## src/rtl/lcd_bus_arbiter_if.sv

```systemverilog
// ---------------------------------------------------------------------------
// lcd_bus_arbiter_if
// Bundles the two requester handshakes and the character-LCD pin group that
// lcd_bus_arbiter owns.
//   req0/rs0/data0 -> ack0 : requester 0 byte request and one-cycle accept
//   req1/rs1/data1 -> ack1 : requester 1 byte request and one-cycle accept
//   LCD_DATA/LCD_RS/LCD_RW/LCD_EN : HD44780-style panel pins
//   busy      : arbiter is not idle
//   init_done : power-up init sequence has finished
//   grant     : one-hot owner of the byte currently on the bus
// modport slave  : the arbiter side
// modport master : the requester / board side
// ---------------------------------------------------------------------------
interface lcd_bus_arbiter_if;
  logic       req0;
  logic       rs0;
  logic [7:0] data0;
  logic       ack0;
  logic       req1;
  logic       rs1;
  logic [7:0] data1;
  logic       ack1;
  logic [7:0] LCD_DATA;
  logic       LCD_RS;
  logic       LCD_RW;
  logic       LCD_EN;
  logic       busy;
  logic       init_done;
  logic [1:0] grant;

  modport slave (
    input  req0, rs0, data0, req1, rs1, data1,
    output ack0, ack1, LCD_DATA, LCD_RS, LCD_RW, LCD_EN, busy, init_done, grant
  );

  modport master (
    output req0, rs0, data0, req1, rs1, data1,
    input  ack0, ack1, LCD_DATA, LCD_RS, LCD_RW, LCD_EN, busy, init_done, grant
  );
endinterface

```

## src/rtl/lcd_bus_arbiter.sv

```systemverilog
// ---------------------------------------------------------------------------
// lcd_bus_arbiter
// Owns a character-LCD bus and shares it between two byte requesters. After
// reset it waits for the panel to power up, writes a fixed four-byte init
// sequence, then accepts bytes over a req/ack handshake with round-robin
// arbitration. Each byte gets RS/DATA setup, an EN strobe, a hold time and a
// post-byte busy wait (long for clear/home, short otherwise).
// Ports:
//   CLOCK_50 : system clock, rising edge
//   reset    : synchronous active-high reset
//   bus      : lcd_bus_arbiter_if.slave (handshakes, LCD pins, status)
// ---------------------------------------------------------------------------
module lcd_bus_arbiter #(
  parameter int unsigned T_SETUP = 2,
  parameter int unsigned T_EN    = 12,
  parameter int unsigned T_HOLD  = 2,
  parameter int unsigned T_SHORT = 2000,
  parameter int unsigned T_LONG  = 82000,
  parameter int unsigned T_PWRUP = 750000
) (
  input logic              CLOCK_50,
  input logic              reset,
  lcd_bus_arbiter_if.slave bus
);

  typedef enum logic [2:0] {
    ST_PWRUP,
    ST_INIT_LOAD,
    ST_SETUP,
    ST_PULSE,
    ST_HOLD,
    ST_WAIT,
    ST_IDLE
  } state_t;

  // Every phase loads the shared down-counter with its length minus one and
  // leaves when the counter reads zero, so a phase of N lasts N cycles.
  localparam logic [19:0] LD_SETUP = 20'(T_SETUP - 1);
  localparam logic [19:0] LD_EN    = 20'(T_EN - 1);
  localparam logic [19:0] LD_HOLD  = 20'(T_HOLD - 1);
  localparam logic [19:0] LD_SHORT = 20'(T_SHORT - 1);
  localparam logic [19:0] LD_LONG  = 20'(T_LONG - 1);
  localparam logic [19:0] LD_PWRUP = 20'(T_PWRUP - 1);

  state_t      state_q, state_d;
  logic [19:0] cnt_q, cnt_d;
  logic [1:0]  idx_q, idx_d;
  logic        init_done_q, init_done_d;
  logic        rr_last_q, rr_last_d;
  logic        ack0_q, ack0_d;
  logic        ack1_q, ack1_d;
  logic [1:0]  grant_q, grant_d;
  logic [7:0]  lcd_data_q, lcd_data_d;
  logic        lcd_rs_q, lcd_rs_d;
  logic        lcd_en_q, lcd_en_d;
  logic        busy_q, busy_d;

  logic       cnt_zero;
  logic       long_wait;
  logic       win1;
  logic [7:0] init_byte;

  assign cnt_zero = (cnt_q == 20'd0);

  // Clear display (0x01) and return home (0x02/0x03) need the long wait;
  // the byte is still on the bus when HOLD ends, so decode it from there.
  assign long_wait = !lcd_rs_q &&
                     ((lcd_data_q[7:1] == 7'b0000000) || (lcd_data_q[7:1] == 7'b0000001));

  // Tie goes to whoever did not win last time; rr_last_q==1 means
  // requester 1 won last, so requester 0 wins the next tie.
  assign win1 = bus.req1 && (!bus.req0 || !rr_last_q);

  // Init ROM: 8-bit 2-line mode, display on, clear, entry mode increment.
  always_comb begin
    init_byte = 8'h38;
    case (idx_q)
      2'd0: init_byte = 8'h38;
      2'd1: init_byte = 8'h0C;
      2'd2: init_byte = 8'h01;
      2'd3: init_byte = 8'h06;
      default: init_byte = 8'h38;
    endcase
  end

  // Next-state logic. Outputs are derived from the next state so that every
  // pin comes straight out of a flop.
  always_comb begin
    state_d     = state_q;
    cnt_d       = cnt_q;
    idx_d       = idx_q;
    init_done_d = init_done_q;
    rr_last_d   = rr_last_q;
    ack0_d      = 1'b0;
    ack1_d      = 1'b0;
    grant_d     = grant_q;
    lcd_data_d  = lcd_data_q;
    lcd_rs_d    = lcd_rs_q;

    case (state_q)
      ST_PWRUP: begin
        if (cnt_zero) begin
          state_d = ST_INIT_LOAD;
          idx_d   = 2'd0;
        end else begin
          cnt_d = cnt_q - 20'd1;
        end
      end

      ST_INIT_LOAD: begin
        lcd_rs_d   = 1'b0;
        lcd_data_d = init_byte;
        state_d    = ST_SETUP;
        cnt_d      = LD_SETUP;
      end

      ST_SETUP: begin
        if (cnt_zero) begin
          state_d = ST_PULSE;
          cnt_d   = LD_EN;
        end else begin
          cnt_d = cnt_q - 20'd1;
        end
      end

      ST_PULSE: begin
        if (cnt_zero) begin
          state_d = ST_HOLD;
          cnt_d   = LD_HOLD;
        end else begin
          cnt_d = cnt_q - 20'd1;
        end
      end

      ST_HOLD: begin
        if (cnt_zero) begin
          state_d = ST_WAIT;
          cnt_d   = long_wait ? LD_LONG : LD_SHORT;
        end else begin
          cnt_d = cnt_q - 20'd1;
        end
      end

      ST_WAIT: begin
        if (cnt_zero) begin
          if (!init_done_q && (idx_q != 2'd3)) begin
            idx_d   = idx_q + 2'd1;
            state_d = ST_INIT_LOAD;
          end else begin
            init_done_d = 1'b1;
            state_d     = ST_IDLE;
          end
        end else begin
          cnt_d = cnt_q - 20'd1;
        end
      end

      ST_IDLE: begin
        if (bus.req0 || bus.req1) begin
          lcd_rs_d   = win1 ? bus.rs1 : bus.rs0;
          lcd_data_d = win1 ? bus.data1 : bus.data0;
          ack0_d     = !win1;
          ack1_d     = win1;
          grant_d    = win1 ? 2'b10 : 2'b01;
          rr_last_d  = win1;
          state_d    = ST_SETUP;
          cnt_d      = LD_SETUP;
        end
      end

      default: begin
        state_d = ST_PWRUP;
        cnt_d   = LD_PWRUP;
      end
    endcase

    // Ownership ends as soon as the bus is back in IDLE.
    if (state_d == ST_IDLE) begin
      grant_d = 2'b00;
    end
  end

  assign lcd_en_d = (state_d == ST_PULSE);
  assign busy_d   = (state_d != ST_IDLE);

  always_ff @(posedge CLOCK_50) begin
    if (reset) begin
      state_q     <= ST_PWRUP;
      cnt_q       <= LD_PWRUP;
      idx_q       <= 2'd0;
      init_done_q <= 1'b0;
      rr_last_q   <= 1'b1;
      ack0_q      <= 1'b0;
      ack1_q      <= 1'b0;
      grant_q     <= 2'b00;
      lcd_data_q  <= 8'h00;
      lcd_rs_q    <= 1'b0;
      lcd_en_q    <= 1'b0;
      busy_q      <= 1'b1;
    end else begin
      state_q     <= state_d;
      cnt_q       <= cnt_d;
      idx_q       <= idx_d;
      init_done_q <= init_done_d;
      rr_last_q   <= rr_last_d;
      ack0_q      <= ack0_d;
      ack1_q      <= ack1_d;
      grant_q     <= grant_d;
      lcd_data_q  <= lcd_data_d;
      lcd_rs_q    <= lcd_rs_d;
      lcd_en_q    <= lcd_en_d;
      busy_q      <= busy_d;
    end
  end

  assign bus.ack0      = ack0_q;
  assign bus.ack1      = ack1_q;
  assign bus.grant     = grant_q;
  assign bus.LCD_DATA  = lcd_data_q;
  assign bus.LCD_RS    = lcd_rs_q;
  assign bus.LCD_RW    = 1'b0;
  assign bus.LCD_EN    = lcd_en_q;
  assign bus.busy      = busy_q;
  assign bus.init_done = init_done_q;

endmodule

```

## src/flat_wrapper.sv

```systemverilog
// flat-port wrapper written by rule: the top's interface ports become plain ports
module lcd_bus_arbiter_flat 
#(
  parameter int unsigned T_SETUP = 2,
  parameter int unsigned T_EN    = 12,
  parameter int unsigned T_HOLD  = 2,
  parameter int unsigned T_SHORT = 2000,
  parameter int unsigned T_LONG  = 82000,
  parameter int unsigned T_PWRUP = 750000
)
  (CLOCK_50, reset, bus_req0, bus_rs0, bus_data0, bus_req1, bus_rs1, bus_data1, bus_ack0, bus_ack1, bus_LCD_DATA, bus_LCD_RS, bus_LCD_RW, bus_LCD_EN, bus_busy, bus_init_done, bus_grant);
  lcd_bus_arbiter_if bus_i ();
  input logic CLOCK_50;
  input logic reset;
  input wire logic [$bits(bus_i.req0)-1:0] bus_req0;
  input wire logic [$bits(bus_i.rs0)-1:0] bus_rs0;
  input wire logic [$bits(bus_i.data0)-1:0] bus_data0;
  input wire logic [$bits(bus_i.req1)-1:0] bus_req1;
  input wire logic [$bits(bus_i.rs1)-1:0] bus_rs1;
  input wire logic [$bits(bus_i.data1)-1:0] bus_data1;
  output wire logic [$bits(bus_i.ack0)-1:0] bus_ack0;
  output wire logic [$bits(bus_i.ack1)-1:0] bus_ack1;
  output wire logic [$bits(bus_i.LCD_DATA)-1:0] bus_LCD_DATA;
  output wire logic [$bits(bus_i.LCD_RS)-1:0] bus_LCD_RS;
  output wire logic [$bits(bus_i.LCD_RW)-1:0] bus_LCD_RW;
  output wire logic [$bits(bus_i.LCD_EN)-1:0] bus_LCD_EN;
  output wire logic [$bits(bus_i.busy)-1:0] bus_busy;
  output wire logic [$bits(bus_i.init_done)-1:0] bus_init_done;
  output wire logic [$bits(bus_i.grant)-1:0] bus_grant;
  assign bus_i.req0 = bus_req0;
  assign bus_i.rs0 = bus_rs0;
  assign bus_i.data0 = bus_data0;
  assign bus_i.req1 = bus_req1;
  assign bus_i.rs1 = bus_rs1;
  assign bus_i.data1 = bus_data1;
  assign bus_ack0 = bus_i.ack0;
  assign bus_ack1 = bus_i.ack1;
  assign bus_LCD_DATA = bus_i.LCD_DATA;
  assign bus_LCD_RS = bus_i.LCD_RS;
  assign bus_LCD_RW = bus_i.LCD_RW;
  assign bus_LCD_EN = bus_i.LCD_EN;
  assign bus_busy = bus_i.busy;
  assign bus_init_done = bus_i.init_done;
  assign bus_grant = bus_i.grant;
  lcd_bus_arbiter #(.T_SETUP(T_SETUP), .T_EN(T_EN), .T_HOLD(T_HOLD), .T_SHORT(T_SHORT), .T_LONG(T_LONG), .T_PWRUP(T_PWRUP)) u_core (.CLOCK_50(CLOCK_50), .reset(reset), .bus(bus_i));
endmodule
```

## config.mk

```make
export PLATFORM = sky130hd
export DESIGN_NAME = lcd_bus_arbiter_flat
export DESIGN_NICKNAME = d
export VERILOG_FILES = /design/src/rtl/lcd_bus_arbiter_if.sv /design/src/rtl/lcd_bus_arbiter.sv /design/src/flat_wrapper.sv
export SDC_FILE = /design/constraint.sdc
export NUM_CORES = 1
export LEC_CHECK = 0
export BUFFER_PORTS_ARGS = -buffer_cell sky130_fd_sc_hd__buf_4
export CAP_MARGIN = 20
export CORE_AREA = 2 2 82 84
export CTS_CLUSTER_DIAMETER = 30
export CTS_CLUSTER_SIZE = 8
export DETAILED_ROUTE_END_ITERATION = 8
export DIE_AREA = 0 0 84 86
export PLACE_DENSITY = 0.57
export REMOVE_ABC_BUFFERS = 1
export SLEW_MARGIN = 20
export SYNTH_ARGS = -nofsm -noshare
export SYNTH_HDL_FRONTEND = slang
export SYNTH_SLANG_ARGS = --single-unit
export TNS_END_PERCENT = 100
```

## constraint.sdc

```tcl
create_clock -name CLOCK_50 -period 8.1 [get_ports CLOCK_50]
set_input_delay 2.43 -clock CLOCK_50 [delete_from_list [all_inputs] [get_ports CLOCK_50]]
set_output_delay 2.43 -clock CLOCK_50 [all_outputs]
set_load 0.01 [all_outputs]
```

==> summary.md, run 1 <==
| Metric | Value |
|---|---|
| Worst clock skew | `0.00609 ns` |
| Number of fill cells | `667` |
| Antenna violation net count after detailed routing | `0` |
| Setup TNS | `0 ns` |
| Worst hold slack across all endpoints | `0.470 ns` |
| WS Path Type | `input pin to flip-flop` |
| Critical path endpoint category | `flip-flop` |
| Endpoint required time on the critical path | `8.30 ns` |
| Final Cycle Share | `0.497` |
| Global routing usage summed across all routing layers | `0.182` |
| Setup repair bufs after CTS | `0` |
| Cts repair resizes | `0` |
| X dimension of the die | `84 um` |
| Number of antenna violations at the first check in global routing | `0` |
| Clock insertion delay at the later pin of the skew report | `0.30 ns` |
| Placement Rows | `29` |
| Commonest cells in the netlist | `nor2_1, dfxtp_1, a21oi_1` |
| Number of vias per cell | `5.61` |
| Count of state elements after synthesis | `42` |
| Static Leak | `1.08 nW` |
| Delay of the slowest cell on the worst path | `0.79 ns` |
| Clock tree buffer depth | `2` |
| Most repeated cell in the gate-level netlist after synthesis | `nor2_1` |
| Distinct cell type count after synthesis | `54` |
| Via count | `2,391` |
| Root cell of the clock tree | `clkbuf_8` |
| Mean routed wirelength per cell | `15.2 um` |
| Final non-filler cell total | `426` |
| Initial drt markers | `171` |
| Yosys warns | `0` |
| Wire length of the first global-routing pass | `10.7 mm` |
| Dpl cell area | `2740 um^2` |
| Vertical extent of the die | `86 um` |
| Prevailing post-synth register cell | `dfxtp_1` |
| Power density over the cells | `143 nW/um^2` |
| Register area share after synthesis | `0.345` |
| Number of synthesized flops with an enable pin | `0` |
| Vias in the first global route | `2,192` |
| Top cell type's share of synthesized area | `0.345` |
| RSZ-0062 raised after global routing | `false` |
| # DRC | `0` |
| Count of buffers inserted at the top-level ports | `37` |
| Per-instance average area after synthesis | `7.58 um^2` |
| TritonCTS Buffers | `5` |
| Top fanout value on the critical path | `10` |
| Total instance count after detailed placement | `419` |
| Synth Cell Area | `2440 um^2` |
| I/O pin total | `39` |
| Detailed-placement wirelength estimate | `4.71 mm` |
| Final standard cell area without fillers | `2850 um^2` |
| Floorplan Core Area | `6280 um^2` |
| Class of the most critical hold timing path | `flip-flop to flip-flop` |
| Hold_buf cts | `0` |
| Register clock-pin slew on the reported worst setup and hold paths | `0.08 ns` |
| Max Transition Viols Final | `0` |
| TritonCTS clock tree | `built` |
| Post-synthesis cell count | `322` |
| Number of levels the H-tree was split into | `2` |
| Peak VDD IR | `0.0623 mV` |
| Final setup violation count | `0` |
| Number of sinks driven by the clock tree | `42` |
| Crit path from | `bus_req1` |
| Maxcap violations | `0` |
| Crit-path cells | `buf_4 -> nor4_1 -> o21ai_1 -> o21a_1 -> o22a_1` |
| Number of buffer and inverter stages on the critical path | `1` |
| Cell type with the largest total area after synthesis | `dfxtp_1` |
| Actual slew at the worst max-slew pin | `0.926 ns` |
| Dominant cells by area after synthesis | `dfxtp_1, nor2_1, a21oi_1, nand2_1, mux2i_1` |
| Effective utilization at floorplan | `0.389` |
| Startpoint Class | `input pin` |
| Final Hold Vio Count | `0` |
| Total Wirelength | `6.47 mm` |
| Cell class contributing the biggest share of worst-path delay | `compound AO/OA/AOI/OAI gates` |
| Drt pass-1 iters | `4` |
| Nets | `376` |
| Die Area | `7220 um^2` |
| Arrival time of data at the critical path endpoint | `4.22 ns` |
| Result of the run | `finished, final reports clean` |
| Layout cells sized above 1 | `0.163` |
| Area growth from synthesis to layout | `16.9%` |
| GRT overflow | `0` |
| Hold Crit Start | `u_core.bus.grant[1]` |
| Post-synth ARST share | `0` |
| Cell type of the slowest stage on the worst timing path | `nor4_1` |
| Maximum number of pins on one net before global-route repair | `30` |
| Minimum clock period | `4.03 ns` |
| RePlAce Congestion | `0.808` |
| Total power | `0.407 mW` |
| Total inserted antenna cells | `0` |
| Relative slew margins | `0.377` |
| Top achievable clock speed | `248 MHz` |
| Launch point of the worst reg-to-reg path | `u_core.cnt_q[0]` |
## state kept, by name, indices dropped and copies added, names as in the netlist, 2 cells and up
| register | count |
|---|---|
| u_core.cnt_q | 20 |
| u_core.bus.grant | 2 |
| u_core.state_q | 3 |
| u_core.bus.LCD_DATA | 8 |
| u_core.idx_q | 2 |
## worst paths after layout
kind / to / slack [ns] / depth (start not counted)
worst max-delay path: u_core.cnt_q[3] / 4.07 / 5
worst min register to register: u_core.bus.grant[1] / 0.47 / 2
worst max register to register: u_core.cnt_q[14] / 5.17 / 8
worst min-delay path: u_core.bus.grant[1] / 0.47 / 2
## power breakdown
group          internal, mW  switching [mW]  leakage [nW]  total [mW]
clock                0.0987          0.0744        0.0573       0.173
combinational        0.0133          0.0123         0.686      0.0256
sequential            0.208         0.00118         0.339       0.209
total                 0.320          0.0879          1.08       0.407
## cells in the final DEF (no fill, tap or decap), types with 4 or more instances in the layout
cell type and count:
nor4_1 5, clkbuf_8 6, dfxtp_1 42, nor3_1 14, nand2_1 25, nor2_1 47, inv_1 13, a21oi_1 29
and3_1 7, mux2i_1 9, a31oi_1 9, nand4_1 4, a211oi_1 9, nand3_1 9, or3_1 6, nand2b_1 5
ha_1 5, buf_4 38, o21ai_0 16, or4_1 4
## stage by stage
stage / util / worst slack, ns
after floorplan: - / 3.87
after global placement: 0.437 / 3.87
after detailed placement: 0.437 / 3.80
after CTS: 0.454 / 4.13
after global routing: 0.454 / 3.90
final: 0.454 / 4.07
## cells by family after synthesis
group                      Yosys count  share of synthesized area
buffers and inverters               31                     0.0533
muxes                                9                     0.0369
other                                1                    0.00154
adders and majority gates            5                     0.0256
and+or+nand+nor                    139                      0.286
xor gates and xnor gates             1                    0.00359
DFF                                 42                      0.345
AOI/OAI and AO/OA                   94                      0.249
## per-layer routing
metal / routed length (um) / GRT usage
met5: 0 / 0
met4: 72 / 0.0484
met3: 236 / 0.0385
met2: 3030 / 0.295
met1: 3140 / 0.247
## cell type report
class / instances / area (um^2) / share of cell area
clock inverters: 1 / 30.0 / 0.0105
multi-input cells: 249 / 1470 / 0.515
flip-flops and latches: 42 / 841 / 0.295
well taps: 77 / 96.3 / 0.0338
clock buffers: 6 / 82.6 / 0.0289
inverters: 13 / 48.8 / 0.0171
repair buffers: 38 / 285 / 0.100
## worst reg2reg max path, stage by stage, from the launching register on
cell and delay [ns]:
dfxtp_1 0.35, inv_1 0.07, ha_1 0.19, or3b_2 0.58, nor4_4 0.35, nand2_1 0.22, o41ai_1 0.75, o21ai_0 0.20
a21oi_1 0.18
Note: power is estimated with default switching activity, not from simulation.
==> run 2, diff against run 1 <==
==> constraint.sdc (replaced) <==
create_clock -name CLOCK_50 -period 4.18 [get_ports CLOCK_50]
set_input_delay 1.254 -clock CLOCK_50 [delete_from_list [all_inputs] [get_ports CLOCK_50]]
set_output_delay 1.254 -clock CLOCK_50 [all_outputs]
set_load 0.01 [all_outputs]
==> summary.md, run 2 (synthesis results as in run 1) <==
| Metric | Value |
|---|---|
| TritonCTS Buffers | `5` |
| TritonCTS clock tree | `built` |
| Area growth from synthesis to layout | `16.4%` |
| Cell type of the slowest stage on the worst timing path | `o41ai_1` |
| Floorplan Core Area | `6280 um^2` |
| Final setup violation count | `0` |
| Clock tree buffer depth | `2` |
| Total Wirelength | `6.43 mm` |
| Total inserted antenna cells | `0` |
| Setup TNS | `0 ns` |
| Nets | `377` |
| WS Path Type | `flip-flop to flip-flop` |
| Final Cycle Share | `0.706` |
| Effective utilization at floorplan | `0.389` |
| Worst clock skew | `0.00654 ns` |
| Dpl cell area | `2750 um^2` |
| Relative slew margins | `0.373` |
| Wire length of the first global-routing pass | `10.9 mm` |
| Final standard cell area without fillers | `2840 um^2` |
| Antenna violation net count after detailed routing | `0` |
| RSZ-0062 raised after global routing | `false` |
| Count of buffers inserted at the top-level ports | `37` |
| Vertical extent of the die | `86 um` |
| Final non-filler cell total | `428` |
| Startpoint Class | `flip-flop` |
| Endpoint required time on the critical path | `4.41 ns` |
| Clock insertion delay at the later pin of the skew report | `0.30 ns` |
| Critical path endpoint category | `flip-flop` |
| Global routing usage summed across all routing layers | `0.186` |
| Static Leak | `1.08 nW` |
| Cell class contributing the biggest share of worst-path delay | `simple AND/OR/NAND/NOR gates` |
| Detailed-placement wirelength estimate | `4.69 mm` |
| Top fanout value on the critical path | `7` |
| Root cell of the clock tree | `clkbuf_8` |
| Final Hold Vio Count | `0` |
| Maximum number of pins on one net before global-route repair | `30` |
| Mean routed wirelength per cell | `15.0 um` |
| Result of the run | `finished, final reports clean` |
| Number of vias per cell | `5.61` |
| Placement Rows | `29` |
| Delay of the slowest cell on the worst path | `0.75 ns` |
| Minimum clock period | `2.95 ns` |
| Flip-flop count of the largest register, all copies and words added | `20` |
| Most common cell after layout, fill and taps aside | `nor2_1` |
| Number of sinks driven by the clock tree | `42` |
| Number of levels the H-tree was split into | `2` |
| Maxcap violations | `0` |
| I/O pin total | `39` |
| Power density over the cells | `258 nW/um^2` |
| Arrival time of data at the critical path endpoint | `3.19 ns` |
| Class of the most critical hold timing path | `flip-flop to flip-flop` |
| X dimension of the die | `84 um` |
| Hold Path Depth | `2` |
| GRT overflow | `0` |
| Cts repair resizes | `0` |
| Initial drt markers | `141` |
| Worst hold slack across all endpoints | `0.470 ns` |
| RePlAce Congestion | `0.813` |
| Cell depth of the worst flop-to-flop path | `8` |
| Max Transition Viols Final | `0` |
| Setup repair bufs after CTS | `0` |
| # DRC | `0` |
| Actual slew at the worst max-slew pin | `0.931 ns` |
| Die Area | `7220 um^2` |
| Top achievable clock speed | `339 MHz` |
| Hold_buf cts | `0` |
| Crit-path cells | `inv_1 -> ha_1 -> or3b_2 -> nor4_4 -> nand2_1 -> o41ai_1 -> o21ai_0 -> a21oi_1` |
| Number of buffer and inverter stages on the critical path | `1` |
| Drt pass-1 iters | `4` |
| Layout cells sized above 1 | `0.165` |
| Via count | `2,403` |
| Stages on worst setup path | `8` |
| Number of antenna violations at the first check in global routing | `0` |
| Top library cells by usage in the layout, fill and taps aside | `nor2_1, dfxtp_1, buf_4` |
| Register clock-pin slew on the reported worst setup and hold paths | `0.08 ns` |
| Peak VDD IR | `0.121 mV` |
| Total instance count after detailed placement | `420` |
| Register name with the most flops | `u_core.cnt_q` |
| Vias in the first global route | `2,206` |
-- run 2: final cells by class --
class                   instances  area (um^2)
flip-flops and latches         42          841
well taps                      77         96.3
clock buffers                   7         86.3
multi-input cells             249         1470
fillers                       630         3440
repair buffers                 39          293
inverters                      13         48.8
clock inverters                 1         5.00
-- run 2: worst reg2reg max path: cells and delay by family (launching register included) --
kind	cells	cell delay (ns)
and+or+nand+nor	3	1.13
AOI/OAI and AO/OA	3	1.13
DFF	1	0.35
adders and majority gates	1	0.20
buffers and inverters	1	0.07
-- run 2: where the power goes --
part	switching (mW)	total, mW	internal, mW
logic	0.0240	0.0497	0.0257
registers	0.00232	0.404	0.402
clock network	0.145	0.279	0.133
-- run 2: final timing paths --
path,slack [ns],start,endpoint
min,0.47,u_core.bus.grant[1],u_core.bus.grant[1]
max reg2reg,1.23,u_core.cnt_q[0],u_core.cnt_q[14]
min reg2reg,0.47,u_core.bus.grant[1],u_core.bus.grant[1]
max,1.23,u_core.cnt_q[0],u_core.cnt_q[14]
-- run 2: metrics by stage --
step            util  power, mW  setup slack, ns
2_1_floorplan      -      0.437             1.13
3_3_place_gp   0.438      0.463             1.15
3_5_place_dp   0.438      0.464             1.05
4_1_cts        0.452      0.744             1.25
5_1_grt        0.452      0.761             1.01
6_report       0.452      0.733             1.23
-- run 2: per-layer routing --
layer	GRT usage	routed length, um	vias up
met5	0	0	-
met4	0.0455	80	0
met3	0.0404	284	7
met2	0.306	3040	45
met1	0.250	3030	1119
li1	-	-	1232
